==> src/rtl/buff_drain.sv <==
// Drains an external buffer through a 2-entry registered skid FIFO.
// Tracks the buffer's occupancy itself and flags sticky overflow.
module buff_drain #(
  parameter int NUMELEM = 4,
  parameter int BITDATA = 4,
  localparam int BITELEM = $clog2(NUMELEM)
) (
  input  logic               clk,
  input  logic               rst,
  input  logic               push,
  output logic               pop,
  input  logic [BITDATA-1:0] po_dout,
  output logic               out_valid,
  output logic [BITDATA-1:0] out_data,
  input  logic               out_ready,
  output logic [BITELEM:0]   occ,
  output logic               empty,
  output logic               full,
  output logic               ovf_err
);

  localparam logic [BITELEM:0] OCC_FULL = (BITELEM+1)'(NUMELEM);
  localparam logic [BITELEM:0] OCC_ONE  = (BITELEM+1)'(1);

  logic [BITELEM:0]   r_occ;
  logic [1:0]         r_skid_cnt;
  logic [BITDATA-1:0] r_skid0;
  logic [BITDATA-1:0] r_skid1;
  logic               r_ovf;

  logic               w_pop;
  logic               w_xfer;
  logic               w_full;
  logic [1:0]         w_cnt_after;
  logic [1:0]         w_cnt_nxt;
  logic [BITDATA-1:0] w_skid0_nxt;
  logic [BITDATA-1:0] w_skid1_nxt;
  logic [BITELEM:0]   w_occ_nxt;
  logic               w_ovf_nxt;

  // Output handshake: a word moves when out_valid && out_ready on a rising
  // edge; out_valid never waits for out_ready and out_data holds until taken.
  // Pop looks only at registered state, so a push is never bypassed to pop.
  assign w_pop       = (r_occ != '0) && (r_skid_cnt != 2'd2);
  assign w_xfer      = (r_skid_cnt != 2'd0) && out_ready;
  assign w_full      = (r_occ == OCC_FULL);
  assign w_cnt_after = r_skid_cnt - {1'b0, w_xfer};
  assign w_cnt_nxt   = w_cnt_after + {1'b0, w_pop};

  always_comb begin
    w_skid0_nxt = r_skid0;
    w_skid1_nxt = r_skid1;
    if (w_xfer) begin
      w_skid0_nxt = r_skid1;
    end
    // Popped data lands at the tail as seen after this cycle's transfer.
    if (w_pop) begin
      if (w_cnt_after == 2'd0) begin
        w_skid0_nxt = po_dout;
      end else begin
        w_skid1_nxt = po_dout;
      end
    end
  end

  always_comb begin
    w_occ_nxt = r_occ;
    w_ovf_nxt = r_ovf;
    case ({push, w_pop})
      2'b10: begin
        if (w_full) begin
          w_ovf_nxt = 1'b1;
        end else begin
          w_occ_nxt = r_occ + OCC_ONE;
        end
      end
      2'b01:   w_occ_nxt = r_occ - OCC_ONE;
      default: w_occ_nxt = r_occ;
    endcase
  end

  always_ff @(posedge clk or negedge rst) begin
    if (!rst) begin
      r_occ      <= '0;
      r_skid_cnt <= 2'd0;
      r_skid0    <= '0;
      r_skid1    <= '0;
      r_ovf      <= 1'b0;
    end else begin
      r_occ      <= w_occ_nxt;
      r_skid_cnt <= w_cnt_nxt;
      r_skid0    <= w_skid0_nxt;
      r_skid1    <= w_skid1_nxt;
      r_ovf      <= w_ovf_nxt;
    end
  end

  assign pop       = w_pop;
  assign out_valid = (r_skid_cnt != 2'd0);
  assign out_data  = r_skid0;
  assign occ       = r_occ;
  assign empty     = (r_occ == '0);
  assign full      = w_full;
  assign ovf_err   = r_ovf;

endmodule

==> config.mk <==
export PLATFORM = sky130hd
export DESIGN_NAME = buff_drain
export DESIGN_NICKNAME = d
export VERILOG_FILES = /design/src/rtl/buff_drain.sv
export SDC_FILE = /design/constraint.sdc
export NUM_CORES = 1
export LEC_CHECK = 0
export BUFFER_PORTS_ARGS = -buffer_cell sky130_fd_sc_hd__clkbuf_2
export CAP_MARGIN = 20
export CORE_MARGIN = 2
export CORE_UTILIZATION = 40
export CTS_CLUSTER_DIAMETER = 80
export CTS_CLUSTER_SIZE = 8
export DETAILED_ROUTE_END_ITERATION = 7
export PLACE_DENSITY = 0.68
export SLEW_MARGIN = 20
export SYNTH_ARGS = -nofsm -noshare
export SYNTH_HDL_FRONTEND = slang
export SYNTH_SLANG_ARGS = --single-unit
export TNS_END_PERCENT = 10
==> constraint.sdc <==
create_clock -name clk -period 3 [get_ports clk]
set_clock_uncertainty 0.2 [all_clocks]
set_input_delay 0.6 -clock clk [delete_from_list [all_inputs] [get_ports clk]]
set_output_delay 0.6 -clock clk [all_outputs]
set_load 0.01 [all_outputs]
## Word-level counts from Yosys, hierarchy flattened

Cells that the tools add are included.

- Register bits after elaboration: 14
- Input bits: 8
- Output and inout port bits: 12
- Word-level logic and storage cells: 30

- $add $sub $neg: 4
- Eq/ne operators: 5
- Multiplexer cells: 5
- Bitwise logic cells: 1
- Reduce and logical (&&, ||, !) cells: 10

Operators by type and width:

| kind | count |
|---|---|
| $mux 4 | 3 |
| $pmux 3 s2 | 1 |
| $reduce_and 2->1 | 3 |
| $ne 2x2->1 const B | 2 |
| $reduce_bool 2->1 | 2 |
| $add 3x1->3 const B | 1 |
| $eq 3x3->1 const B | 1 |
| $logic_not 3->1 | 1 |
| $mux 3 | 1 |
| $reduce_bool 3->1 | 1 |
| $sub 3x1->3 const B | 1 |
| $add 2x1->2 | 1 |
| $eq 2x1->1 const B | 1 |
| $eq 2x2->1 const B | 1 |
| $logic_and 1x1->1 | 2 |
| $logic_not 2->1 | 1 |
| $sub 2x1->2 | 1 |
| $not 1->1 | 1 |

## Longest topological paths before layout

Gate-level depths: netlist of the first run.

- Word-level depth: 6
- Gate-level depth with buffers: 8
- Depth with buffers taken out: 7

## Worst setup path after synthesis of the first run

OpenSTA, ideal clock, no wires.

- Kind: register -> register
- From: reg r_occ[0] (netlist: occ[0])
- To: reg r_occ[1] (netlist: occ[1])
- Library setup time: 0.077 ns
- Data arrival time: 2.114 ns
- Required time: 2.723 ns
- Slack: 0.608 ns
- Stages on the path, launching flop included: 8
- Path buffers: 1
- Clock period less this slack: 2.392 ns
- Path through: dfrtp_1 clkbuf_2 nor3_4 nor2_1 nand2_1 fa_1 o41a_1 a21oi_1

- Cells in the longest elaborated chain, start to end: 5
- Elaborated cells on any way between the ends: 12
- Classes of those cells: add/sub (2); eq/ne (4); mux (2); reduce/logical (4)

RTL lines:

| item | RTL line | text |
|---|---|---|
| from (decl) | 25 | `logic [BITELEM:0] r_occ;` |
| from (signal assigned) | 90 | `r_occ <= w_occ_nxt;` |
| $reduce_bool 3->1 * | 44 | `assign w_pop = (r_occ != '0) && (r_skid_cnt != 2'd2);` |
| $logic_and 1x1->1 * | 44 |  |
| named net pop | 11 | `output logic pop,` |
| $eq 2x2->1 or $eq 2x1->1 (tied branches) | 69 | `case ({push, w_pop})` |
| $ne 2x2->1 (no line) or $reduce_bool 2->1 (tied branches) | -- |  |
| $reduce_and 2->1 (no line) | -- |  |

Mark *: on every way through the listed nets, which the timed path passes. The rest lies on a longest branch. The select of a mux whose other input is x is not followed.
A chain may end at the register's enable or synchronous reset.

## Worst setup path after layout of the first run

- From: reg r_skid_cnt[1]
- To: reg r_occ[1] (netlist: occ[1])

- Cells in the longest elaborated chain, start to end: 5
- Elaborated cells on any way between the ends: 8
- Classes of those cells: eq/ne (4); mux (1); reduce/logical (3)

RTL lines:

| item | RTL line | text |
|---|---|---|
| from (decl) | 26 | `logic [1:0] r_skid_cnt;` |
| from (signal assigned) | 91 | `r_skid_cnt <= w_cnt_nxt;` |
| $ne 2x2->1 * | 44 |  |
| $logic_and 1x1->1 * | 44 |  |
| $eq 2x2->1 or $eq 2x1->1 (tied branches) | 69 |  |
| $ne 2x2->1 (no line) or $reduce_bool 2->1 (tied branches) | -- |  |
| $reduce_and 2->1 (no line) | -- |  |

Every way passes the cells marked *; elsewhere a longest branch is shown, timed or not.

==> metrics.txt, run 1 <==
Netlist Area Pre-Place=approximately 850 um^2; HPWL Detailed=1.23 mm; total gr overflow=0; TritonRoute pass-1 iters=4; Max Clk Rate=410 MHz; Core Box Area=about 0.0020 mm^2; clk sinks=14; Synthesis Warnings=0; setup TNS=0 ns; CTS root buf=clkbuf_4; Num CTS Buffers=3; RSZ-0062 raised after global routing=false; H-tree Lvls=1; post-synthesis simple-gate area fraction=15.1%; post-route ant nets=0; Peak VDD IR=about 0.62 mV; critical path class=reg -> reg; largest net degree at the start of global routing=15; IO Port Bufs=19; period utilization=81.4%; post-synth cell types=34; Die Ht=roughly 50 um; dpl ws=around 0.53 ns; area grow syn2layout=18.0%; # Max-Cap Violations=0; worst reg2reg startpoint=r_skid_cnt[1]; Clock Tree Buf Depth=2; Synth area leader=dfrtp_1; # rows=16; flop-to-flop setup slack=between 0.5 and 0.6 ns; Post-CTS Setup Repair Bufs=0; Post-Syn Instances=77; main combinational cell family by area after synthesis=multiplexers; GP Congestion=0.821; layout cells sized above 1=42.3%; top cell type's share of synthesized area=between 40% and 50%; final setup vio count=0; vias=between 600 and 700; syn_area_per_cell=about 11 um^2; drt wl/cell=12.8 um; data required time of the worst path=roughly 3 ns; DR DRC count=0; Fin. Hold Viols=0; post-synthesis mux area share=between 15 and 20%; Clk pin slew, worst setup/hold paths=0.09 ns; post-synthesis xor/xnor area fraction=2.93%; Die Wd=roughly 50 um; die area=about 0.0025 mm^2; synthesized flop and latch total=14; fillers=between 150 and 200; initial antenna violation count=0; fin. max-slew vios=0; CP max FO=8; Clk Latency, worst-skew pair=about 0.28 ns; worst-margin pin slew=0.396 ns; I/O Pins=20; crit path DAT=2.45 ns; Nets=109; first-pass GRT wire length=2.79 mm; fin crit period=around 2.4 ns; Slew HR=between 70% and 80%; drt first-iter violations=5; status=completed; Mapped Nets=88; GRT Overall Usage=between 10% and 20%; Cell Pwr Density=between 1000 and 1500 mW/mm^2; Hold Path Class=in -> async; top cells by area, synth=dfrtp_1 41%, mux2_2 16%, ha_1 2.9%, inv_1 2.6%, a211oi_4 2.3%; CP Launch Type=flip-flop; endpoint type of the worst setup path=flip-flop; R2R cell count=7; Leakage Power=0.479 nW; CTS tree=done; number of global-route vias before repair=617; Compound-Gate Fraction of Synth Area=13.9%; DRT Wirelength=approximately 1.6 mm; cts hold-fix bufs=0; post-synthesis adder-cell area fraction=about 5.3%; r2r endpoint=occ[1]; diode count=0; final worst slack=between 0.5 and 0.6 ns; Cell Count, Final, Fillers Out=124; Vias per Instance=between 5 and 6; Seq/Total Area, Yosys=41.0%; Initial Utilization=43.1%; Placed Cells=120; # resized after CTS=0
[registers in the layout, summed over array words and instances (netlist names)]
register	count
out_data	4
r_skid1	4
occ	3
r_skid_cnt	2
ovf_err	1
[stage by stage]
stage          utilization, %  total power [mW]  instance area [um^2]  hold WS, ns
3_3_place_gp             49.1              1.17                   972        0.251
3_5_place_dp             49.1              1.18                   972        0.259
2_1_floorplan               -             0.989                   855        0.104
6_report                 50.9              1.31                  1010      0.00378
5_1_grt                  50.9              1.42                  1010       0.0211
4_1_cts                  50.9              1.32                  1010       0.0125
[routing by layer]
metal / vias to the layer above / wire length (um) / global-route usage [%]
li1: 312 / - / -
met1: 305 / 742 / 20.1
met2: 20 / 709 / 21.1
met3: 4 / 90 / 2.68
met4: 0 / 44 / 9.72
met5: - / 0 / 0
[cells in the mapped netlist (all sizes together)]
cell type,n
buf,2
mux2i,1
xnor2,2
inv,6
and2,1
clkbuf,2
nand2b,3
o31a,1
o41a,1
nand2,5
o211a,1
or2,2
fa,1
and3b,1
ha,2
a211oi,1
nor2b,2
nor2,5
a221o,1
o21ai,2
o22ai,1
nand4b,1
a32oi,1
nand3b,1
mux2,12
a2111o,1
a41o,1
nor3,1
a21oi,1
dfrtp,14
o31ai,1
[cells by family after synthesis]
family | after synthesis
compound gates | 13
xor+xnor | 2
fa+ha+maj | 3
buf+inv | 10
flops | 14
mux | 13
simple gates | 22
[cell type report]
cell class | instances | area (um^2) | share of cell area, %
Clock buffer | 4 | 36.3 | 3.60
Inverter | 6 | 22.5 | 2.23
Multi-Input combinational cell | 53 | 463 | 45.9
Sequential cell | 14 | 350 | 34.7
Tap cell | 27 | 33.8 | 3.35
Timing Repair Buffer | 20 | 103 | 10.2
[cells in the final DEF (no fill, tap or decap)]
master,netlist,routed
a221o_1,1,1
nand4b_1,1,1
dfrtp_1,14,14
a32oi_1,1,1
a21oi_1,1,1
clkbuf_2,1,19
o31a_1,1,1
buf_4,0,1
clkbuf_8,0,1
xnor2_1,1,1
and2_1,1,1
xnor2_2,1,1
a2111o_1,1,1
or2_2,2,2
fa_1,1,1
a41o_1,1,1
nor2_1,5,5
nand3b_1,1,1
mux2i_1,1,1
nor2b_1,2,2
o22ai_1,1,1
ha_1,2,2
nor3_4,1,1
o31ai_1,1,1
nand2_1,5,5
clkbuf_4,0,3
mux2_2,12,12
a211oi_4,1,1
o211a_1,1,1
inv_1,6,6
o41a_1,1,1
nand2b_1,3,3
and3b_1,1,1
o21ai_1,1,1
o21ai_0,1,1
[critical path: stages (launching register included)]
cell	delay, ns
dfrtp_1	0.47
nor2b_1	0.17
buf_4	0.17
nor2_1	0.19
nand2_1	0.10
fa_1	0.49
o41a_1	0.43
a21oi_1	0.16
[report_power, final]
group	switching, mW	leakage [nW]	internal (mW)	total (mW)
Sequential	0.117	0.163	0.294	0.411
Combinational	0.356	0.295	0.402	0.758
Clock	0.0636	0.0210	0.0739	0.137
Total	0.536	0.479	0.770	1.31
[worst max path at each step]
stage | startpoint | end | slack, ns | cells past startpoint
after floorplan | occ[0] | occ[1] | 0.61 | 7
after global placement | out_ready | r_skid1[0] | 0.57 | 7
after detailed placement | out_ready | r_skid1[2] | 0.53 | 7
after CTS | r_skid_cnt[1] | occ[1] | 0.55 | 7
after global routing | r_skid_cnt[1] | occ[1] | 0.43 | 7
final | r_skid_cnt[1] | occ[1] | 0.56 | 7
Note: power is estimated with default switching activity, not from simulation.
==> run 2: changes to the inputs <==
==> constraint.sdc (replaced) <==
create_clock -name clk -period 2.4 [get_ports clk]
set_clock_uncertainty 0.2 [all_clocks]
set_input_delay 0.48 -clock clk [delete_from_list [all_inputs] [get_ports clk]]
set_output_delay 0.48 -clock clk [all_outputs]
set_load 0.01 [all_outputs]
==> metrics.txt, run 2 (synthesized netlist as in run 1, its figures left out) <==
status=completed; Peak VDD IR=0.914 mV (+47%); P_sw=0.707 mW (+32%); H-tree Lvls=1 (unchanged); most frequent cells in the layout=19 x clkbuf_2, 14 x dfrtp_1, 12 x mux2_2; Hold Path Class=in -> reg; # Max-Cap Violations=0 (unchanged); Max Clk Rate=447 MHz (+9.1%); setup TNS=0 ns (unchanged); TritonRoute pass-1 iters=4 (unchanged); critical path's largest stage delay=0.50 ns (about the same); Critical path buffers and inverters=0 (-1); crit path from=r_skid_cnt[1]; drt first-iter violations=17 (+12); Initial Utilization=43.1% (unchanged); vias=705 (+10%); Clk pin slew, worst setup/hold paths=0.09 ns (about the same); Cell Count, Final, Fillers Out=131 (+5.6%); crit path DAT=2.25 ns (-0.20 ns); Num CTS Buffers=3 (unchanged); cts hold-fix bufs=1 (+1); Post-CTS Setup Repair Bufs=0 (unchanged); Cell Pwr Density=1630 mW/mm^2 (+26%); total gr overflow=0 (unchanged); HPWL Detailed=1.42 mm (+15%); final setup vio count=0 (unchanged); final worst slack=0.163 ns (-0.395 ns); Leakage Power=0.512 nW (+6.8%); Fin. Hold Viols=0 (unchanged); Critical Path Slowest Stage Cell=fa_1; flop-to-flop setup slack=0.16 ns (-0.40 ns); Slew HR=76.8% (+3.4 points); # resized after CTS=0 (unchanged); DRT Wirelength=1.78 mm (+12%); IO Port Bufs=19 (unchanged); R2R cell count=6 (-1); RSZ-0062 raised after global routing=false; die area=0.00252 mm^2 (unchanged); CP cell instances=nor2b_1 > nor2_1 > nand2_1 > fa_1 > o41a_1 > a21oi_1; clk sinks=14 (unchanged); I/O Pins=20 (unchanged); DR DRC count=0 (unchanged); Clock Power Share=10.0% (-0.5 points); area grow syn2layout=24.5%; worst reg2reg startpoint=r_skid_cnt[1]; CTS tree=done; fin. max-slew vios=0 (unchanged); CP Launch Type=flip-flop; GRT Overall Usage=16.8% (+2.1 points); delay-heaviest family, CP=compound AO/OA/AOI/OAI gates; cell depth of the worst setup path=6 (-1); worst-margin pin slew=0.347 ns (-0.0485 ns); fin crit period=2.24 ns (-0.205 ns); Vias per Instance=5.38 (+4.1%); Worst Setup EP=occ[1]; CTS root buf=clkbuf_4; sequential share of power=26.8% (-4.7 points); layout cells sized above 1=45.2% (+2.9 points); largest net degree at the start of global routing=15 (unchanged); post-route ant nets=0 (unchanged); Tot Pwr=1.73 mW (+32%); Die Wd=50.2 um (unchanged); Net Sw Frac=40.9% (-0.20 points); Comb power frac=63.1% (+5.1 points); Final Core Density=53.7% (+2.8 points); critical path class=reg -> reg; internal power=1.02 mW (+33%); GP Congestion=0.805 (-2.0%); period utilization=93.2% (+12 points); CP max FO=7 (-1); Die Ht=50.2 um (unchanged); Placed Cells=126 (+5.0%); endpoint type of the worst setup path=flip-flop; first-pass GRT wire length=3.17 mm (+13%); dpl ws=0.192 ns (-0.338 ns); drt wl/cell=13.6 um (+6.5%); diode count=0 (unchanged); initial antenna violation count=0 (unchanged); Clk Latency, worst-skew pair=0.29 ns (about the same); data required time of the worst path=2.41 ns (-0.60 ns); # rows=16 (unchanged); Clock Tree Buf Depth=2 (unchanged); Nets=116 (+6.4%); Core Box Area=0.00198 mm^2 (unchanged); number of global-route vias before repair=705 (+14%); commonest non-fill, non-tap cell in the layout=clkbuf_2; r2r endpoint=occ[1]
-- run 2: stage by stage --
step / hold slack (ns) / instance area (um^2)
6_report: 0.228 / 1060
5_1_grt: 0.236 / 1060
4_1_cts: 0.225 / 1060
3_5_place_dp: 0.205 / 1020
3_3_place_gp: 0.206 / 1020
2_1_floorplan: -0.0156 / 855
-- run 2: how the worst min path moves through the flow --
stage,start,to,slack (ns),cells past startpoint
6_report,po_dout[3],r_skid1[3],0.23,2
5_1_grt,po_dout[2],out_data[2],0.24,2
4_1_cts,po_dout[3],r_skid1[3],0.22,2
3_5_place_dp,rst,occ[0],0.20,1
3_3_place_gp,rst,occ[0],0.21,1
2_1_floorplan,rst,occ[0],-0.02,0
-- run 2: per-layer routing --
metal | GRT usage (%) | vias up | routed length (um)
met4 | 5.56 | 0 | 23
met1 | 20.0 | 343 | 728
met5 | 0 | - | 0
met3 | 5.95 | 4 | 136
met2 | 28.1 | 30 | 896
li1 | - | 328 | -
-- run 2: final cells by class --
type / instances / area (um^2)
Tap cell: 27 / 33.8
Inverter: 6 / 22.5
Fill cell: 184 / 918
Multi-Input combinational cell: 53 / 463
Clock buffer: 4 / 36.3
Sequential cell: 14 / 350
Timing Repair Buffer: 27 / 158
-- run 2: power groups by stage --
stage                     clock, mW  combinational, mW  sequential (mW)
after global routing          0.186               1.21            0.480
final                         0.173               1.09            0.464
after detailed placement          0               1.10            0.470
after floorplan                   0              0.751            0.485
after global placement            0               1.06            0.462
after CTS                     0.178               1.10            0.465
==> run 3: changes to the inputs <==
--- a/config.mk
+++ b/config.mk
@@ -7,10 +7,11 @@
 export LEC_CHECK = 0
 export BUFFER_PORTS_ARGS = -buffer_cell sky130_fd_sc_hd__clkbuf_2
 export CAP_MARGIN = 20
-export CORE_MARGIN = 2
+export CORE_ASPECT_RATIO = 1.25
+export CORE_MARGIN = 1.5
 export CORE_UTILIZATION = 40
 export CTS_CLUSTER_DIAMETER = 80
-export CTS_CLUSTER_SIZE = 8
+export CTS_CLUSTER_SIZE = 25
 export DETAILED_ROUTE_END_ITERATION = 7
 export PLACE_DENSITY = 0.68
 export SLEW_MARGIN = 20
==> metrics.txt, run 3 (synthesized netlist as in run 1, its figures left out) <==
Hold Path Class=in -> reg; CP Launch Type=flip-flop; DR DRC count=0 (unchanged); Fin Hold WS=0.240 ns (+0.0119 ns); CTS tree=done; RSZ-0062 raised after global routing=false; total gr overflow=0 (unchanged); TritonRoute pass-1 iters=6 (+2); commonest non-fill, non-tap cell in the layout=clkbuf_2; post-layout instance area=0.00104 mm^2 (-2.6%); setup TNS=0 ns (unchanged); layout cells sized above 1=45.1% (-0.094 points); fin crit period=2.21 ns (-0.0244 ns); worst-margin pin slew=0.364 ns (+0.0165 ns); GP Congestion=0.878 (+9.2%); largest net degree at the start of global routing=15 (unchanged); number of global-route vias before repair=628 (-11%); crit path DAT=2.23 ns (-0.02 ns); CP max FO=4 (-3); Final Core Density=51.7% (-2.0 points); Die Wd=44.3 um (-12%); final setup vio count=0 (unchanged); CTS root buf=clkbuf_4; initial antenna violation count=0 (unchanged); period utilization=92.2% (-1.0 points); critical path class=reg -> reg; Critical Path Slowest Stage Cell=fa_1; drt wl/cell=13.9 um (+2.3%); status=completed; clk sinks=14 (unchanged); post-route ant nets=0 (unchanged); Leakage Power=0.500 nW (-2.2%); drt first-iter violations=12 (-5); CP cell instances=nor3_4 > nor2_2 > nand2_1 > fa_1 > o41a_1 > a21oi_1; Slew HR=75.7% (-1.1 points); fin. max-slew vios=0 (unchanged); GRT Overall Usage=16.3% (-0.56 points); most frequent cells in the layout=19 x clkbuf_2, 14 x dfrtp_1, 12 x mux2_2; H-tree Lvls=1 (unchanged); first-pass GRT wire length=2.77 mm (-12%); Num CTS Buffers=3 (unchanged); IO Port Bufs=19 (unchanged); # rows=18 (+2); vias=690 (-2.1%); die area=0.00242 mm^2 (-3.9%); Nets=115 (-0.86%); Fin. Hold Viols=0 (unchanged); # Max-Cap Violations=0 (unchanged); Initial Utilization=42.6% (-0.48 points); area grow syn2layout=21.2%; Vias per Instance=5.66 (+5.1%); Peak VDD IR=0.780 mV (-15%); DRT Wirelength=1.70 mm (-4.7%); Die Ht=54.7 um (+8.9%); data required time of the worst path=2.41 ns (about the same); diode count=0 (unchanged); Clk Latency, worst-skew pair=0.28 ns (about the same); Placed Area=0.00100 mm^2 (-1.6%); Clock Tree Buf Depth=2 (unchanged); I/O Pins=20 (unchanged); critical path's largest stage delay=0.46 ns (-0.04 ns); Max Clk Rate=452 MHz (+1.1%); HPWL Detailed=1.36 mm (-4.2%); Cell Pwr Density=1600 mW/mm^2 (-1.4%); flop-to-flop setup slack=0.19 ns (+0.02 ns); Clk pin slew, worst setup/hold paths=0.08 ns (about the same); Core Box Area=0.00200 mm^2 (+1.1%); endpoint type of the worst setup path=flip-flop
-- run 3: cell types whose count changed in the layout (fill, tap and decap cells not counted), sizes merged --
| cell | previous run | this run |
|---|---|---|
| buf | 7 | 6 |
| clkbuf | 23 | 22 |
-- run 3: path summary, 6_finish.rpt --
path | startpoint | end | depth (start not counted)
max | occ[1] | occ[1] | 6
min in group asynchronous | rst | r_skid1[0] | 2
min reg2reg | ovf_err | ovf_err | 1
min | po_dout[3] | out_data[3] | 2
max in group asynchronous | rst | r_skid1[2] | 2
max reg2reg | occ[1] | occ[1] | 6
-- run 3: cell type report --
cell class                 instances  area (um^2)
clock buffer                       3         22.5
multi-input combinational         53          465
fill                             183          968
inverter                           6         22.5
timing repair buffer              26          150
sequential                        14          350
tap                               20         25.0
-- run 3: worst max-delay path: cells and delay by family, from the launching register on --
| kind | cells | cell delay (ns) |
|---|---|---|
| adder cells (fa/ha/maj) | 1 | 0.46 |
| AND/OR/NAND/NOR | 3 | 0.51 |
| AO/OA/AOI/OAI | 2 | 0.57 |
| flip-flops | 1 | 0.41 |
-- run 3: repair_timing --
action,CTS,global route
setup buffers,0,0
endpoints found under the hold margin,14,0
hold buffers,1,0
setup endpoints to repair,0,1
resized for setup,0,1
-- run 3: layer usage --
| layer | vias up | track usage (%) | share of wire (%) |
|---|---|---|---|
| met5 | - | 0 | 0 |
| met4 | 0 | 7.58 | 1.4 |
| met3 | 5 | 3.63 | 4.5 |
| met2 | 17 | 29.2 | 53 |
| met1 | 345 | 18.2 | 41 |
| li1 | 323 | - | - |
-- run 3: power by group --
part | switching (mW) | internal [mW]
Clock | 0.0726 | 0.0582
Combinational | 0.520 | 0.549
Sequential | 0.0926 | 0.369
-- run 3: per-stage QoR --
step                power, mW  setup slack, ns  std cells
global route             1.80           0.0675        122
global placement         1.51            0.239        118
detailed placement       1.54            0.149        118
CTS                      1.68            0.127        122
floorplan                1.24          0.00809         77
finish                   1.66            0.188        122
